## config.mk

```make
export PLATFORM = sky130hd
export DESIGN_NAME = v_writeback
export DESIGN_NICKNAME = d
export VERILOG_FILES = /design/src/rtl/v_writeback.sv
export SDC_FILE = /design/constraint.sdc
export NUM_CORES = 1
export LEC_CHECK = 0
export ABC_AREA = 1
export CORE_AREA = 2 2 257 259
export CTS_BUF_LIST = sky130_fd_sc_hd__clkbuf_8 sky130_fd_sc_hd__clkbuf_16
export DETAILED_ROUTE_END_ITERATION = 7
export DIE_AREA = 0 0 259 261
export PLACE_DENSITY = 0.53
export SLEW_MARGIN = 20
export SYNTH_ARGS = -nofsm -noshare
export SYNTH_HDL_FRONTEND = slang
export SYNTH_SLANG_ARGS = --single-unit
```

## constraint.sdc

```tcl
create_clock -name clk -period 2.25 [get_ports clk]
set_input_delay 0.225 -clock clk [delete_from_list [all_inputs] [get_ports clk]]
set_output_delay 0.225 -clock clk [all_outputs]
set_load 0.1 [all_outputs]
```

## src/rtl/v_writeback.sv

```systemverilog
// Vector writeback sequencer: takes two-lane beats (ALU or MUL results) and
// writes them into consecutive vector registers of an LMUL group, one register per cycle.
module v_writeback #(
  parameter int VLEN = 128,
  parameter int NREG = 32
) (
  input  logic            clk,
  input  logic            nrst,
  input  logic            start,
  input  logic [4:0]      vd,
  input  logic [2:0]      lmul,
  input  logic            res_sel,
  input  logic            done,
  input  logic [VLEN-1:0] result_valu_1,
  input  logic [VLEN-1:0] result_vmul_1,
  input  logic [VLEN-1:0] result_valu_2,
  input  logic [VLEN-1:0] result_vmul_2,
  output logic            in_ready,
  output logic            wr_en,
  output logic [4:0]      wr_addr,
  output logic [VLEN-1:0] wr_data,
  output logic            busy,
  output logic            wb_done,
  output logic            lmul_err
);

  typedef enum logic [2:0] {
    IDLE      = 3'd0,
    WAIT_BEAT = 3'd1,
    WR_LO     = 3'd2,
    WR_HI     = 3'd3,
    FIN       = 3'd4
  } state_t;

  localparam logic [4:0] ADDR_MASK = 5'(NREG - 1);

  state_t          state;
  logic [4:0]      vd_q;
  logic [1:0]      lmul_q;
  logic            sel_q;
  logic [1:0]      beat;
  logic [VLEN-1:0] buf_lo;
  logic [VLEN-1:0] buf_hi;
  logic [4:0]      addr_c;

  // Index of the final beat: one beat carries two registers, except lmul=0 (one register).
  function automatic logic [1:0] last_beat(input logic [1:0] lm);
    case (lm)
      2'd2:    return 2'd1;
      2'd3:    return 2'd3;
      default: return 2'd0;
    endcase
  endfunction

  always_ff @(posedge clk) begin
    if (!nrst) begin
      state    <= IDLE;
      vd_q     <= '0;
      lmul_q   <= '0;
      sel_q    <= 1'b0;
      beat     <= '0;
      buf_lo   <= '0;
      buf_hi   <= '0;
      in_ready <= 1'b0;
      wr_en    <= 1'b0;
      busy     <= 1'b0;
      wb_done  <= 1'b0;
      lmul_err <= 1'b0;
    end else begin
      in_ready <= 1'b0;
      wr_en    <= 1'b0;
      wb_done  <= 1'b0;
      lmul_err <= 1'b0;
      case (state)
        IDLE: begin
          if (start) begin
            if (lmul[2]) begin
              lmul_err <= 1'b1;
            end else begin
              vd_q     <= vd;
              lmul_q   <= lmul[1:0];
              sel_q    <= res_sel;
              beat     <= '0;
              busy     <= 1'b1;
              in_ready <= 1'b1;
              state    <= WAIT_BEAT;
            end
          end
        end
        WAIT_BEAT: begin
          if (done) begin
            buf_lo <= sel_q ? result_vmul_1 : result_valu_1;
            buf_hi <= sel_q ? result_vmul_2 : result_valu_2;
            wr_en  <= 1'b1;
            state  <= WR_LO;
          end else begin
            in_ready <= 1'b1;
          end
        end
        WR_LO: begin
          if (lmul_q == 2'd0) begin
            wb_done <= 1'b1;
            state   <= FIN;
          end else begin
            wr_en <= 1'b1;
            state <= WR_HI;
          end
        end
        WR_HI: begin
          if (beat == last_beat(lmul_q)) begin
            wb_done <= 1'b1;
            state   <= FIN;
          end else begin
            beat     <= beat + 2'd1;
            in_ready <= 1'b1;
            state    <= WAIT_BEAT;
          end
        end
        FIN: begin
          busy  <= 1'b0;
          state <= IDLE;
        end
        default: state <= IDLE;
      endcase
    end
  end

  // Write port is decoded from the buffer; address wraps around the register file.
  always_comb begin
    addr_c  = (vd_q + {2'b00, beat, 1'b0} + {4'b0000, (state == WR_HI)}) & ADDR_MASK;
    wr_addr = '0;
    wr_data = '0;
    if (wr_en) begin
      wr_addr = addr_c;
      wr_data = (state == WR_HI) ? buf_hi : buf_lo;
    end
  end

endmodule

```

# Yosys cells after proc, flatten, opt, wreduce, memory -nomap -nowiden
# Cells that the tools add are included.
op_classes:
  n_mux: 33
  addsub: 3
  reduce_logical: 10
  bitwise: 1
  n_eq_ne: 11
op_table:
  columns: ["operator", "count"]
  rows:
  - ["two-way mux 128 bit", 4]
  - ["two-way mux 3 bit", 5]
  - ["case mux 3 bit (4 select lines)", 1]
  - ["AND reduction 3 bit", 4]
  - ["two-way mux 1 bit", 11]
  - ["two-way mux 2 bit", 5]
  - ["inequality test 2 bit, second input constant", 4]
  - ["case mux 2 bit (2 select lines)", 2]
  - ["equality test 3 x 2 -> 1 bit, second input constant", 2]
  - ["case mux 1 bit (2 select lines)", 3]
  - ["adder 5 x 1 -> 5 bit", 1]
  - ["adder 5 x 3 -> 5 bit", 1]
  - ["two-way mux 5 bit", 1]
  - ["equality test 2 bit, second input constant", 2]
  - ["AND reduction 4 bit", 1]
  - ["nonzero test 2 bit", 2]
  - ["equality test 3 x 1 -> 1 bit, second input constant", 1]
  - ["equality test 3 bit, second input constant", 1]
  - ["logical NOT 3 bit", 1]
  - ["case mux 1 bit (3 select lines)", 1]
  - ["adder 2 x 1 -> 2 bit, second input constant", 1]
  - ["equality test 2 bit", 1]
  - ["logical NOT 2 bit", 1]
  - ["AND reduction 2 bit", 1]
  - ["NOT 1 bit", 1]
word_totals:
  word_cells: 70
  regBits: 274
  out_inout_bits: 138
  input_bits: 525

# Logic depth before layout (Yosys ltp)
# Gate-level depths: netlist (run 1).
depth:
  ltp_word: 7
  depth_mapped: 13
  ltp_nobuf: 11

# Worst setup path before layout (run 1)
# OpenSTA, ideal clock, no wires.
synth_timing:
  path_kind: "register -> output"
  startpoint: "reg state[2]"
  endpoint: "out wr_addr[4]"
  n_path_buf: 2
  required_ns: 2.025
  path_slack_ns: -1.279
  arrival_ns: 3.304
  stages_incl_launch_ff: 14
  path_cell_list: "dfxtp_1 inv_2 nand2_2 nor2_4 buf_4 buf_4 ha_1 inv_1 fa_1 inv_1 nand2_1 a21boi_0 o21ai_0 a21oi_1"
synth_via:
  elab_chain_len: 3
synth_rtl:
  columns: ["item", "line", "rtl"]
  rows:
  - ["from (decl)", "37", "state_t state;"]
  - ["from (signal assigned)", "57", "state <= IDLE;"]
  - ["from (signal assigned)", "86", "state <= WAIT_BEAT;"]
  - ["from (signal assigned)", "95", "state <= WR_LO;"]
  - ["equality test 3 x 2 -> 1 bit", "130", "addr_c = (vd_q + {2'b00, beat, 1'b0} + {4'b0000, (state == WR_HI)}) & ADDR_MASK;"]
  - ["adder 5 x 1 -> 5 bit", "130", null]
  - ["two-way mux 5 bit", "133", "if (wr_en) begin"]
  - ["to (decl)", "20", "output logic [4:0] wr_addr,"]
# Every way passes these cells.

# Worst setup path in the final report (run 1)
layout_timing:
  startpoint: "reg state[2]"
  endpoint: "out wr_data[66]"
layout_via:
  elab_chain_len: 3
layout_rtl:
  columns: ["item", "line", "rtl"]
  rows:
  - ["equality test 3 x 2 -> 1 bit", "135", "wr_data = (state == WR_HI) ? buf_hi : buf_lo;"]
  - ["two-way mux 128 bit", "135", null]
  - ["two-way mux 128 bit", "133", null]
  - ["to (decl)", "21", "output logic [VLEN-1:0] wr_data,"]
# Every way passes these cells.

==> results.md, run 1 <==
* Number of global-route vias before repair at 16600
* CTS Buf Count at 36
* Root Driver: clkbuf_16
* Drt initial violations at 781
* CP startpoint: state[2]
* HP Class: input pin to register
* Most frequent cells in the layout: clkdlybuf4s50_1, a21oi_1, inv_1
* Kind of critical path: register to output port
* GRT Residual Overflow at 0
* Design area at 0.0278 mm²
* 1st-pass router iterations at 5
* Htree depth at 2
* Yosys reg bits at 274
* VDD IR max at 0.384 mV
* Failing checks: setup timing
* Pre-CTS WS at -0.0335 ns
* Fin worst setup slack at -0.367 ns
* Wire length per cell at 18.3 µm
* Leak pwr at 11.5 nW
* Post-synthesis cell type count at 26
* Number of buffers added on ports at 662
* Die Area at 0.0676 mm²
* Layout Nets at 3405
* Synth Area in Simple Gates at 15.0%
* Via density at 4.56
* Worst Setup Start Kind: register
* Maximum operating frequency at 382 MHz
* First-pass GRT wire length at 98700 µm
* Initial cell density of the core at 22.1%
* Synthesized Nets at 2758
* Power Dens Cells at 553 mW/mm²
* Area occupied by multi-input gates at 0.00881 mm²
* Die Ht at 261 µm
* Dpl cell area at 0.0238 mm²
* Max transition margin at 56.1%
* Cell count after synthesis at 2229
* Worst EP required at 2.03 ns
* R2r worst-path depth at 14
* Warnings from Yosys at 0
* GPL Wtd Cong at 0.885
* Remaining DRCs at 0
* GRT Overall Usage at 18.8%
* Worst Path Max Fanout at 6
* Final ANT Viol Nets at 0
* Final Max Slew Viols at 0
* Layout area overhead at 93.0%
* Max Root-Sink Buffers at 3
* Commonest non-fill, non-tap cell in the layout: clkdlybuf4s50_1
* Clk_lat worst skew at 0.55 ns
* Reg area at 0.00550 mm²
* Sequential fraction of the synthesis area at 38.1%
* Crit path capture: wr_data[66]
* Clock Sinks at 274
* Fillers at 6368
* CP endpoint kind: output port
* Synth Area in XOR/XNOR at 0%
* Netlist Area Pre-Place at 0.0144 mm²
* Syn avg cell area at 6.46 µm²
* Synth Area in Compound Gates at 32.2%
* FF-to-FF Start: state[2]
* RSZ-0062 raised after global routing: yes
* Clock-pin slew on the worst setup and hold paths at 0.06 ns
* Die Wd at 259 µm
* Sum Neg Setup Slack at -34.69 ns
* Core Region at 0.0650 mm²
* Final Cycle Share at 116%
* Critical path data arrival time at 2.39 ns
* Largest net degree at the start of global routing at 110
* Final setup fails at 131
* CP max-delay cell: dfxtp_2
* WL final at 68900 µm
* FF-to-FF setup slack at 0.02 ns
* Status: finished with violations
* DP HPWL at 45500 µm
* Most Frequent Cell on Critical Path: buf_12
* Max-cap violation count at 0
* Tmin final at 2.62 ns
* Worst reg2reg endpoint: buf_lo[105]
* CP Cell Sequence: inv_2 > nand2_4 > nor2_4 > buf_4 > buf_12 > buf_8 > inv_16 > buf_16 > buf_4 > buf_12 > buf_12 > nor2_4 > nor2_4 > buf_12
* FP Rows at 94
* Mux cell area share after synthesis at 0%
* Fraction of layout cells with a size suffix above 1 at 21.7%
* Adder-cell share of the synthesized area at 0.400%
* TritonCTS clock tree: built
* Final Hold Violating Endpoints at 0
* Largest family of logic cells by synthesized area: compound AO/OA/AOI/OAI gates
* Slew @ Worst Pin at 0.659 ns
* Fin Clk Skew at 0.0214 ns
* DR vias at 17200
* Number of top-level pins at 663
* Crit path largest cell delay at 0.33 ns
* Initial antenna violation count at 5
synthesized netlist by cell type:
cell	count	area share (%)
a211oi_1	1	0.052
a21boi_0	1	0.052
a21oi_1	523	18
buf_2	81	2.8
buf_4	16	0.83
buf_6	22	1.7
clkbuf_1	66	1.7
clkbuf_2	1	0.035
dfxtp_1	274	38
fa_1	1	0.14
ha_1	3	0.26
inv_1	272	7.1
inv_2	3	0.078
nand2_1	18	0.47
nand2_2	1	0.043
nand3_1	7	0.24
nand4_1	1	0.043
nand4_2	1	0.087
nor2_1	534	14
nor2_4	1	0.078
nor3_1	1	0.035
nor4_1	1	0.043
o211ai_1	1	0.052
o21a_1	2	0.10
o21ai_0	288	10
o21ai_1	109	3.8
worst max-delay path: cells and delay by family (launching register included):
family,cells,cell delay [ns]
buffers and inverters,10,1.18
flip-flops,1,0.33
AND/OR/NAND/NOR,4,0.31
registers in the layout (all words and copies together), names as in the netlist, 2 cells and up:
| name | count |
|---|---|
| beat | 2 |
| buf_hi | 128 |
| buf_lo | 128 |
| lmul_q | 2 |
| state | 3 |
| vd_q | 5 |
per-stage QoR:
stage                     total power [W]  hold WS (ns)  util [%]  cells
after global placement            0.00904         0.488      36.6   3637
after floorplan                   0.00743         0.365         -   2229
after CTS                          0.0154         0.249      41.3   3754
after detailed placement          0.00908         0.485      36.6   3637
after global routing               0.0161         0.312      42.7   3767
final                              0.0154         0.303      42.7   3768
worst min-delay path by stage:
stage                                   from     endpoint  slack [ns]  cells after the start
after global routing      result_vmul_2[118]  buf_hi[118]        0.31                      3
after global placement               vd_q[0]      vd_q[0]        0.49                      2
after floorplan                      lmul[2]     lmul_err        0.36                      2
final                                  start     lmul_err        0.30                      3
after CTS                              start     lmul_err        0.25                      3
after detailed placement             vd_q[0]      vd_q[0]        0.48                      2
cell type report:
class / count / share of cell area [%]
repair buffers: 795 / 36.4
multi-input cells: 1494 / 31.7
flip-flops and latches: 274 / 19.8
clock buffers: 47 / 3.91
well taps: 864 / 3.89
inverters: 275 / 3.80
clock inverters: 18 / 0.518
diodes: 1 / 0.00901
routing by layer:
layer  share of wire, %  vias to the layer above  wire, µm  track usage [%]
met3                6.0                       93      4130             3.92
met4                2.5                        8      1710             5.17
met1                 42                     7956     28700             23.3
li1                   -                     8616         -                -
met5              0.091                        -        63                0
met2                 50                      498     34300             33.0
timing repair:
action,in CTS,in global routing
gates cloned,22,10
pin swaps,62,64
endpoints found under the hold margin,2,0
gates resized for setup,297,193
setup buffers,29,6
endpoints found under the setup margin,132,204
hold buffers,1,0
logic make-up after synthesis:
kind of cell             count (synthesis)
AO/OA/AOI/OAI                          925
AND/OR/NAND/NOR                        565
buffers and inverters                  461
flip-flops                             274
adder cells (fa/ha/maj)                  4
power by group:
part	total, W	internal [W]	leakage (nW)	switching, W
Sequential	0.00570	0.00534	2.24	0.000368
Clock	0.00595	0.00362	0.647	0.00233
Combinational	0.00371	0.00180	8.60	0.00191
Power figures use the tool's default switching activity.
==> inputs of run 2 (changes only) <==
SLEW_MARGIN = 15   (was 20)
==> results of run 2 <==
Final layout, timing and power as in run 1 (identical DEF).
